[config.mk]
export PLATFORM = sky130hd
export DESIGN_NAME = icache_fetch_tracker_flat
export DESIGN_NICKNAME = d
export VERILOG_FILES = /design/src/rtl/icache_fetch_tracker_if.sv /design/src/rtl/icache_fetch_tracker.sv /design/src/flat_wrapper.sv
export SDC_FILE = /design/constraint.sdc
export NUM_CORES = 1
export LEC_CHECK = 0
export CELL_PAD_IN_SITES_DETAIL_PLACEMENT = 0
export CELL_PAD_IN_SITES_GLOBAL_PLACEMENT = 1
export CORE_MARGIN = 2
export CORE_UTILIZATION = 34
export CTS_CLUSTER_DIAMETER = 50
export DETAILED_ROUTE_END_ITERATION = 10
export DONT_BUFFER_PORTS = 1
export GPL_TIMING_DRIVEN = 1
export PLACE_DENSITY_LB_ADDON = 0.1
export SLEW_MARGIN = 40
export SYNTH_ARGS = -nofsm -noshare
export SYNTH_HDL_FRONTEND = slang
export SYNTH_SLANG_ARGS = --single-unit
[constraint.sdc]
create_clock -name clk_i -period 2.7 [get_ports clk_i]
set_input_delay 0 -clock clk_i [delete_from_list [all_inputs] [get_ports clk_i]]
set_output_delay 0 -clock clk_i [all_outputs]
set_load 0.01 [all_outputs]
[src/rtl/icache_fetch_tracker_if.sv]
// Fetch-side bundle between IF, the fetch tracker and the instruction cache.
// The tracker takes the slave view; the IF stage and icache models take the master view.
interface icache_fetch_tracker_if #(
  parameter int ADDR_W = 32,
  parameter int DATA_W = 32
);
  logic              flush_i;
  logic [ADDR_W-1:0] pc_i;
  logic              read_req_i;
  logic              req_ready_o;
  logic [DATA_W-1:0] resp_data_o;
  logic              resp_valid_o;
  logic              resp_ready_i;
  logic              read_done_o;
  logic [ADDR_W-1:0] addr_o;
  logic              addr_valid_o;
  logic              addr_ready_i;
  logic [DATA_W-1:0] data_i;
  logic              data_valid_i;
  logic              data_ready_o;

  modport slave (
    input  flush_i, pc_i, read_req_i, resp_ready_i, addr_ready_i, data_i, data_valid_i,
    output req_ready_o, resp_data_o, resp_valid_o, read_done_o, addr_o, addr_valid_o,
           data_ready_o
  );

  modport master (
    output flush_i, pc_i, read_req_i, resp_ready_i, addr_ready_i, data_i, data_valid_i,
    input  req_ready_o, resp_data_o, resp_valid_o, read_done_o, addr_o, addr_valid_o,
           data_ready_o
  );
endinterface

[src/rtl/icache_fetch_tracker.sv]
// Multi-outstanding fetch tracker: credit-limited request issue with a one-entry skid,
// in-order response FIFO, and flush-time cancellation by discarding stale cache beats.
module icache_fetch_tracker #(
  parameter int XLEN    = 32,
  parameter int ADDR_W  = XLEN,
  parameter int DATA_W  = 32,
  parameter int MAX_OUT = 4
) (
  input logic                   clk_i,
  input logic                   rst_i,
  icache_fetch_tracker_if.slave bus
);
  localparam int CW = $clog2(MAX_OUT + 1);
  localparam int PW = (MAX_OUT > 1) ? $clog2(MAX_OUT) : 1;
  localparam logic [CW:0]   LIMIT    = (CW + 1)'(MAX_OUT);
  localparam logic [PW-1:0] LAST_PTR = PW'(MAX_OUT - 1);

  logic              skid_valid_reg, skid_valid_next;
  logic [ADDR_W-1:0] skid_addr_reg, skid_addr_next;
  logic [CW-1:0]     in_flight_reg, in_flight_next;
  logic [CW-1:0]     discard_reg, discard_next;
  logic [CW-1:0]     occ_reg, occ_next;
  logic [PW-1:0]     wr_ptr_reg, wr_ptr_next;
  logic [PW-1:0]     rd_ptr_reg, rd_ptr_next;
  logic [DATA_W-1:0] fifo_mem [MAX_OUT];

  logic [CW:0]   credit_used;
  logic [CW+1:0] credit_total;
  logic          req_ready;
  logic          accept;
  logic          addr_valid;
  logic          addr_hs;
  logic          data_ready;
  logic          data_hs;
  logic          drop;
  logic          push;
  logic          resp_valid;
  logic          pop;

  function automatic logic [PW-1:0] ptr_inc(input logic [PW-1:0] p);
    return (p == LAST_PTR) ? '0 : p + PW'(1);
  endfunction

  // Handshake decode. addr_valid is gated by reset so a request held high
  // while the tracker is in reset never reaches the cache.
  always_comb begin
    credit_used = {1'b0, in_flight_reg} + {1'b0, occ_reg};
    req_ready   = ~bus.flush_i & ~skid_valid_reg & (credit_used < LIMIT);
    accept      = bus.read_req_i & req_ready;
    addr_valid  = ~rst_i & ~bus.flush_i & (skid_valid_reg | accept);
    addr_hs     = addr_valid & bus.addr_ready_i;
    data_ready  = (in_flight_reg != '0);
    data_hs     = bus.data_valid_i & data_ready;
    drop        = data_hs & (bus.flush_i | (discard_reg != '0));
    push        = data_hs & ~drop;
    resp_valid  = ~bus.flush_i & (occ_reg != '0);
    pop         = resp_valid & bus.resp_ready_i;
  end

  always_comb begin
    skid_valid_next = skid_valid_reg;
    skid_addr_next  = skid_addr_reg;
    if (bus.flush_i) begin
      skid_valid_next = 1'b0;
    end else if (skid_valid_reg) begin
      if (bus.addr_ready_i) begin
        skid_valid_next = 1'b0;
      end
    end else if (accept && !bus.addr_ready_i) begin
      skid_valid_next = 1'b1;
      skid_addr_next  = bus.pc_i;
    end
  end

  // Flush turns everything still owed by the cache into discard credit, so the
  // next beats the in-order cache returns are recognised as stale.
  always_comb begin
    in_flight_next = in_flight_reg + CW'(addr_hs) - CW'(data_hs);
    discard_next   = discard_reg;
    if (bus.flush_i) begin
      discard_next = in_flight_reg - CW'(data_hs);
    end else if (drop && (discard_reg != '0)) begin
      discard_next = discard_reg - CW'(1);
    end
  end

  always_comb begin
    occ_next    = occ_reg + CW'(push) - CW'(pop);
    wr_ptr_next = push ? ptr_inc(wr_ptr_reg) : wr_ptr_reg;
    rd_ptr_next = pop ? ptr_inc(rd_ptr_reg) : rd_ptr_reg;
    if (bus.flush_i) begin
      occ_next    = '0;
      wr_ptr_next = '0;
      rd_ptr_next = '0;
    end
  end

  always_ff @(posedge clk_i or posedge rst_i) begin
    if (rst_i) begin
      skid_valid_reg <= 1'b0;
      skid_addr_reg  <= '0;
      in_flight_reg  <= '0;
      discard_reg    <= '0;
      occ_reg        <= '0;
      wr_ptr_reg     <= '0;
      rd_ptr_reg     <= '0;
    end else begin
      skid_valid_reg <= skid_valid_next;
      skid_addr_reg  <= skid_addr_next;
      in_flight_reg  <= in_flight_next;
      discard_reg    <= discard_next;
      occ_reg        <= occ_next;
      wr_ptr_reg     <= wr_ptr_next;
      rd_ptr_reg     <= rd_ptr_next;
    end
  end

  // Storage needs no reset: occ gates every read of it.
  always_ff @(posedge clk_i) begin
    if (push) begin
      fifo_mem[wr_ptr_reg] <= bus.data_i;
    end
  end

  assign bus.req_ready_o  = req_ready;
  assign bus.addr_valid_o = addr_valid;
  assign bus.addr_o       = skid_valid_reg ? skid_addr_reg : bus.pc_i;
  assign bus.data_ready_o = data_ready;
  assign bus.resp_valid_o = resp_valid;
  assign bus.resp_data_o  = fifo_mem[rd_ptr_reg];
  assign bus.read_done_o  = pop;

  assign credit_total = {1'b0, credit_used} + (CW + 2)'(skid_valid_reg);

  credit_invariant: assert property (@(posedge clk_i) disable iff (rst_i)
    credit_total <= (CW + 2)'(MAX_OUT));
endmodule

[src/flat_wrapper.sv]
// flat-port wrapper written by rule: the top's interface ports become plain ports
module icache_fetch_tracker_flat 
#(
  parameter int XLEN    = 32,
  parameter int ADDR_W  = XLEN,
  parameter int DATA_W  = 32,
  parameter int MAX_OUT = 4
)
  (clk_i, rst_i, bus_flush_i, bus_pc_i, bus_read_req_i, bus_resp_ready_i, bus_addr_ready_i, bus_data_i, bus_data_valid_i, bus_req_ready_o, bus_resp_data_o, bus_resp_valid_o, bus_read_done_o, bus_addr_o, bus_addr_valid_o, bus_data_ready_o);
  icache_fetch_tracker_if #(.ADDR_W(ADDR_W), .DATA_W(DATA_W)) bus_i ();
  input logic clk_i;
  input logic rst_i;
  input wire logic [$bits(bus_i.flush_i)-1:0] bus_flush_i;
  input wire logic [$bits(bus_i.pc_i)-1:0] bus_pc_i;
  input wire logic [$bits(bus_i.read_req_i)-1:0] bus_read_req_i;
  input wire logic [$bits(bus_i.resp_ready_i)-1:0] bus_resp_ready_i;
  input wire logic [$bits(bus_i.addr_ready_i)-1:0] bus_addr_ready_i;
  input wire logic [$bits(bus_i.data_i)-1:0] bus_data_i;
  input wire logic [$bits(bus_i.data_valid_i)-1:0] bus_data_valid_i;
  output wire logic [$bits(bus_i.req_ready_o)-1:0] bus_req_ready_o;
  output wire logic [$bits(bus_i.resp_data_o)-1:0] bus_resp_data_o;
  output wire logic [$bits(bus_i.resp_valid_o)-1:0] bus_resp_valid_o;
  output wire logic [$bits(bus_i.read_done_o)-1:0] bus_read_done_o;
  output wire logic [$bits(bus_i.addr_o)-1:0] bus_addr_o;
  output wire logic [$bits(bus_i.addr_valid_o)-1:0] bus_addr_valid_o;
  output wire logic [$bits(bus_i.data_ready_o)-1:0] bus_data_ready_o;
  assign bus_i.flush_i = bus_flush_i;
  assign bus_i.pc_i = bus_pc_i;
  assign bus_i.read_req_i = bus_read_req_i;
  assign bus_i.resp_ready_i = bus_resp_ready_i;
  assign bus_i.addr_ready_i = bus_addr_ready_i;
  assign bus_i.data_i = bus_data_i;
  assign bus_i.data_valid_i = bus_data_valid_i;
  assign bus_req_ready_o = bus_i.req_ready_o;
  assign bus_resp_data_o = bus_i.resp_data_o;
  assign bus_resp_valid_o = bus_i.resp_valid_o;
  assign bus_read_done_o = bus_i.read_done_o;
  assign bus_addr_o = bus_i.addr_o;
  assign bus_addr_valid_o = bus_i.addr_valid_o;
  assign bus_data_ready_o = bus_i.data_ready_o;
  icache_fetch_tracker #(.XLEN(XLEN), .ADDR_W(ADDR_W), .DATA_W(DATA_W), .MAX_OUT(MAX_OUT)) u_core (.clk_i(clk_i), .rst_i(rst_i), .bus(bus_i));
endmodule
# Yosys cells after proc, flatten, opt, wreduce, memory -nomap -nowiden
# Memories as Yosys holds them, arrays and structs flattened.
# Cells that the tools add are included.
# classes
n_mux	16
n_lt_le_gt_ge	1
bitwise	17
n_eq_ne	2
reduce_logical	10
addsub	9
# op_table
operator	count
two-way mux 32 bit	1
two-way mux 2 bit	6
AND 1 bit	11
two-way mux 3 bit	3
nonzero test 3 bit	3
subtractor 3 x 1 -> 3 bit	3
adder 3 x 1 -> 3 bit	2
two-way mux 1 bit	6
nonzero test 2 bit	3
adder 2 x 1 -> 2 bit, second input constant	2
adder 3 x 3 -> 4 bit	1
== test 2 bit, second input constant	2
< comparator 4 x 3 -> 1 bit, second input constant	1
inverter 1 bit	4
AND reduction 3 bit	1
subtractor 3 x 1 -> 3 bit, second input constant	1
logical AND 1 bit	2
OR 1 bit	2
logical NOT 1 bit	1
# word_totals
n_memories	1
out_inout_bits	69
inputBits	71
ramBits	128
reg_bits	46
# memory_table
memory	words	width	read_ports	rd_clocked_by_memory_dff	wr	line_no	text
u_core.fifo_mem	4	32	1	0	1	icache_fetch_tracker.sv:25	logic [DATA_W-1:0] fifo_mem [MAX_OUT];

# Depth between registers and ports, before layout
# logic_depth
ltp_word	9
ltp_mapped	9

# Worst setup path before layout
# Ideal clock, no wire load.
# synth_path
path_type	flip-flop to flip-flop
start	reg u_core.in_flight_reg[2]
end	reg u_core.in_flight_reg[2]
slack_ns	0.414
required_ns	2.572
stages_incl_launch_ff	10
arrival_time_ns	2.158
path_cell_list	dfrtp_1 ha_1 nor4_4 a41oi_1 nor3b_1 ha_1 inv_1 fa_1 xnor2_1 xnor2_1
# synth_between
elab_chain_cells	9
# synth_rtl
item	line_no	text
from (decl)	icache_fetch_tracker.sv:20	logic [CW-1:0] in_flight_reg, in_flight_next;
from (signal assigned)	icache_fetch_tracker.sv:110	in_flight_reg <= in_flight_next;
adder 3 x 3 -> 4 bit	icache_fetch_tracker.sv:47	credit_used = {1'b0, in_flight_reg} + {1'b0, occ_reg};
< comparator 4 x 3 -> 1 bit	icache_fetch_tracker.sv:48	req_ready = ~bus.flush_i & ~skid_valid_reg & (credit_used < LIMIT);
AND 1 bit	icache_fetch_tracker.sv:48	
AND 1 bit	icache_fetch_tracker.sv:49	accept = bus.read_req_i & req_ready;
OR 1 bit	icache_fetch_tracker.sv:50	addr_valid = ~rst_i & ~bus.flush_i & (skid_valid_reg | accept);
AND 1 bit	icache_fetch_tracker.sv:50	
AND 1 bit	icache_fetch_tracker.sv:51	addr_hs = addr_valid & bus.addr_ready_i;
adder 3 x 1 -> 3 bit	icache_fetch_tracker.sv:78	in_flight_next = in_flight_reg + CW'(addr_hs) - CW'(data_hs);
subtractor 3 x 1 -> 3 bit (*)	icache_fetch_tracker.sv:78	
via u_core.in_flight_next[2]	icache_fetch_tracker.sv:20	
# Mark *: on every way through the listed nets, which the timed path passes. The rest lies on a longest branch.
# A chain may end at the register's enable or synchronous reset.

# Worst setup path in the final report
# Same ends and word-level chain as after synthesis.

==> impl_metrics.yaml <==
global_route:
  grt_pass1_wl_mm: 22.0
  grt_usage_pct: 13.2
  antenna_found_initial: 1
  grt.overflow.total: 0
  grt_pass1_vias: 3998
  grt_max_degree: 47
detailed_routing:
  final_antenna_net_count: 0
  via_per_inst: 4.77
  drc_errors: 0
  dr_total_vias: 3552
  dr.pass1.iters: 4
  wire_per_inst_um: 19.3
  drt_wl_total_mm: 14.4
  initialDrtViolationCount: 109
critical_path:
  path_cells: "ha_1 > nor4_4 > a41oi_1 > nor3b_2 > ha_1 > inv_1 > fa_1 > xnor2_1 > xnor2_1"
  cp-start-kind: "register"
  cp_slowest_cell: "dfrtp_1"
  max_stage_delay_ns: 0.47
  crit_fanout: 5
  cp-end-kind: "register"
  critPathRequiredTime_ns: 3.01
  worstSetupPathType: "reg2reg"
  worstPathArrival_ns: 2.79
run_status:
  status: "completed"
die:
  placementRows: 53
  die_h_um: 151
  coreArea_um2: 21100
  pin_count: 140
  floorplan.initialDensity_pct: 34.8
  die_area_um2: 22800
  fp.dieW_um: 151
sta:
  setup_viol: 0
  hold_viol: 0
  worst_pin_slew_ns: 0.618
  period_share_pct: 91.9
  fmax_ghz: 0.403
  period_needed_ns: 2.48
  setup_slack_ns: 0.219
  clock_skew_ns: 0.0154
  relSlewSlack_pct: 58.8
  rsz0062_at_grt: "no"
  final.setup.tns_ns: 0
  maxSlewViolCount: 0
clocking:
  cts_tree: "built"
  clk_root_buffer_cell: "clkbuf_16"
  clk_latency_ns: 0.42
  htreeDepth: 4
  cts_sinks: 174
  numCtsBuffers: 17
  postCtsSetupBuffers: 0
  clk_pin_slew_ns: 0.07
  cts_buffer_depth: 2
logic_synthesis:
  synth_top_cell_by_area: "edfxtp_1"
  synthArstFlopShare_pct: 26.4
  synthesis.nets: 461
  ys_ff_latch: 174
  yosysUniqueCellTypes: 37
  seq_area_frac_synth_pct: 68.1
  postSynthCellCount: 373
  avgSynthCellArea_um2: 19.7
  synth_area_leaders: "edfxtp_1 52%, dfrtp_1 16%, mux4_2 9.8%"
  synth_area_um2: 7330
  ys_warn_count: 0
  synth_edf_count: 128
  synth_top_area_share_pct: 52.4
  ys.flop_type: "edfxtp_1"
pwr:
  fin_total_pwr_uw: 7670
  p_leak_uw: 0.00319
  power.density_nw_per_um2: 850
  ir_drop_v: 0.000417
finish:
  layout-drive-gt1-share_pct: 32.4
  nFillCells: 1886
  layout_commonest_cell: "edfxtp_1"
  finish.utilization_pct: 42.8
  area_delta_synth_final_pct: 23.1
  largest_register_ffs: 128
  nNetsFinal: 544
  final_cell_mix: "128 x edfxtp_1, 70 x dlygate4sd3_1, 43 x dfrtp_1, 36 x mux2_2, 32 x mux4_2"
place:
  hpwl_mm: 9.21
  gp_congestion: 0.698
  pre_cts_slack_ns: 0.0833
  io_buffers: 0
worst_hold_path:
  min_path_type: "in2out"
job:
  maxCapViolCount: 0
-- final timing paths --
path | startpoint | end | slack (ns) | cells past startpoint
worst min-delay path | rst_i | bus_addr_valid_o | 0.05 | 1
max in group asynchronous | rst_i | u_core.rd_ptr_reg[1] | 2.06 | 2
min in group asynchronous | rst_i | u_core.skid_addr_reg[12] | 0.18 | 2
worst max register to register | u_core.in_flight_reg[2] | u_core.in_flight_reg[2] | 0.22 | 9
worst max-delay path | u_core.in_flight_reg[2] | u_core.in_flight_reg[2] | 0.22 | 9
worst min register to register | u_core.skid_addr_reg[1] | u_core.skid_addr_reg[1] | 0.51 | 1
-- routing by layer --
metal  GRT usage [%]  vias up  routed length, um
met1            16.3     1800               6090
li1                -     1619                  -
met3            4.25       24                988
met2            21.3      109               7050
met4            5.56        0                289
met5               0        -                  0
-- cell usage after synthesis, types with 3 or more instances --
cell,n
buf_2,4
xnor2_1,4
edfxtp_1,128
dfrtp_1,46
clkbuf_1,9
nor2b_1,4
o21ai_0,3
nor2_1,6
nor3_1,3
and2_1,4
mux4_2,32
mux2_4,30
mux2_2,36
inv_1,16
ha_1,15
a21oi_1,3
buf_12,3
-- critical path: cells and delay by family (launching register included) --
kind | cells | cell delay (ns)
xor+xnor | 2 | 0.27
compound gates | 1 | 0.22
flops | 1 | 0.47
simple gates | 2 | 0.47
buf+inv | 1 | 0.05
fa+ha+maj | 3 | 0.89
-- area by class of cell --
cell class	count	area [um2]	area share, %
antenna	1	2.50	0.0277
clock buffer	18	429	4.76
clock inverter	14	160	1.78
inverter	16	62.6	0.693
multi-input combinational	165	2160	23.9
sequential	174	5000	55.4
tap	275	344	3.81
timing repair buffer	82	866	9.60
-- timing repair --
item | CTS | global route
hold buffers | 70 | 0
hold endpoints to repair | 218 | 0
resized for setup | 0 | 3
setup endpoints to repair | 0 | 1
-- power by group --
group	internal, uW	switching [uW]
sequential	3230	278
combinational	986	734
clock	1380	1060
total	5590	2070
-- per-stage QoR --
| stage | cell area (um2) | hold slack [ns] | instances |
|---|---|---|---|
| 6_report | 9020 | 0.0523 | 745 |
| 4_1_cts | 9000 | 0.0452 | 744 |
| 2_1_floorplan | 7330 | 0.0475 | 373 |
| 3_5_place_dp | 7710 | -0.00177 | 642 |
| 3_3_place_gp | 7710 | 0.0582 | 642 |
| 5_1_grt | 9020 | 0.0527 | 744 |
-- kinds of logic (layout without fill, tap and decap cells) --
family	count (synthesis)	count (layout)	synth area share (%)
mux	98	98	21.5
compound gates	13	13	1.25
simple gates	32	32	2.73
xor+xnor	5	5	0.597
flops	174	174	68.1
other cells	0	1	0
buf+inv	34	130	2.68
fa+ha+maj	17	17	3.11
Note: power is estimated with default switching activity, not from simulation.
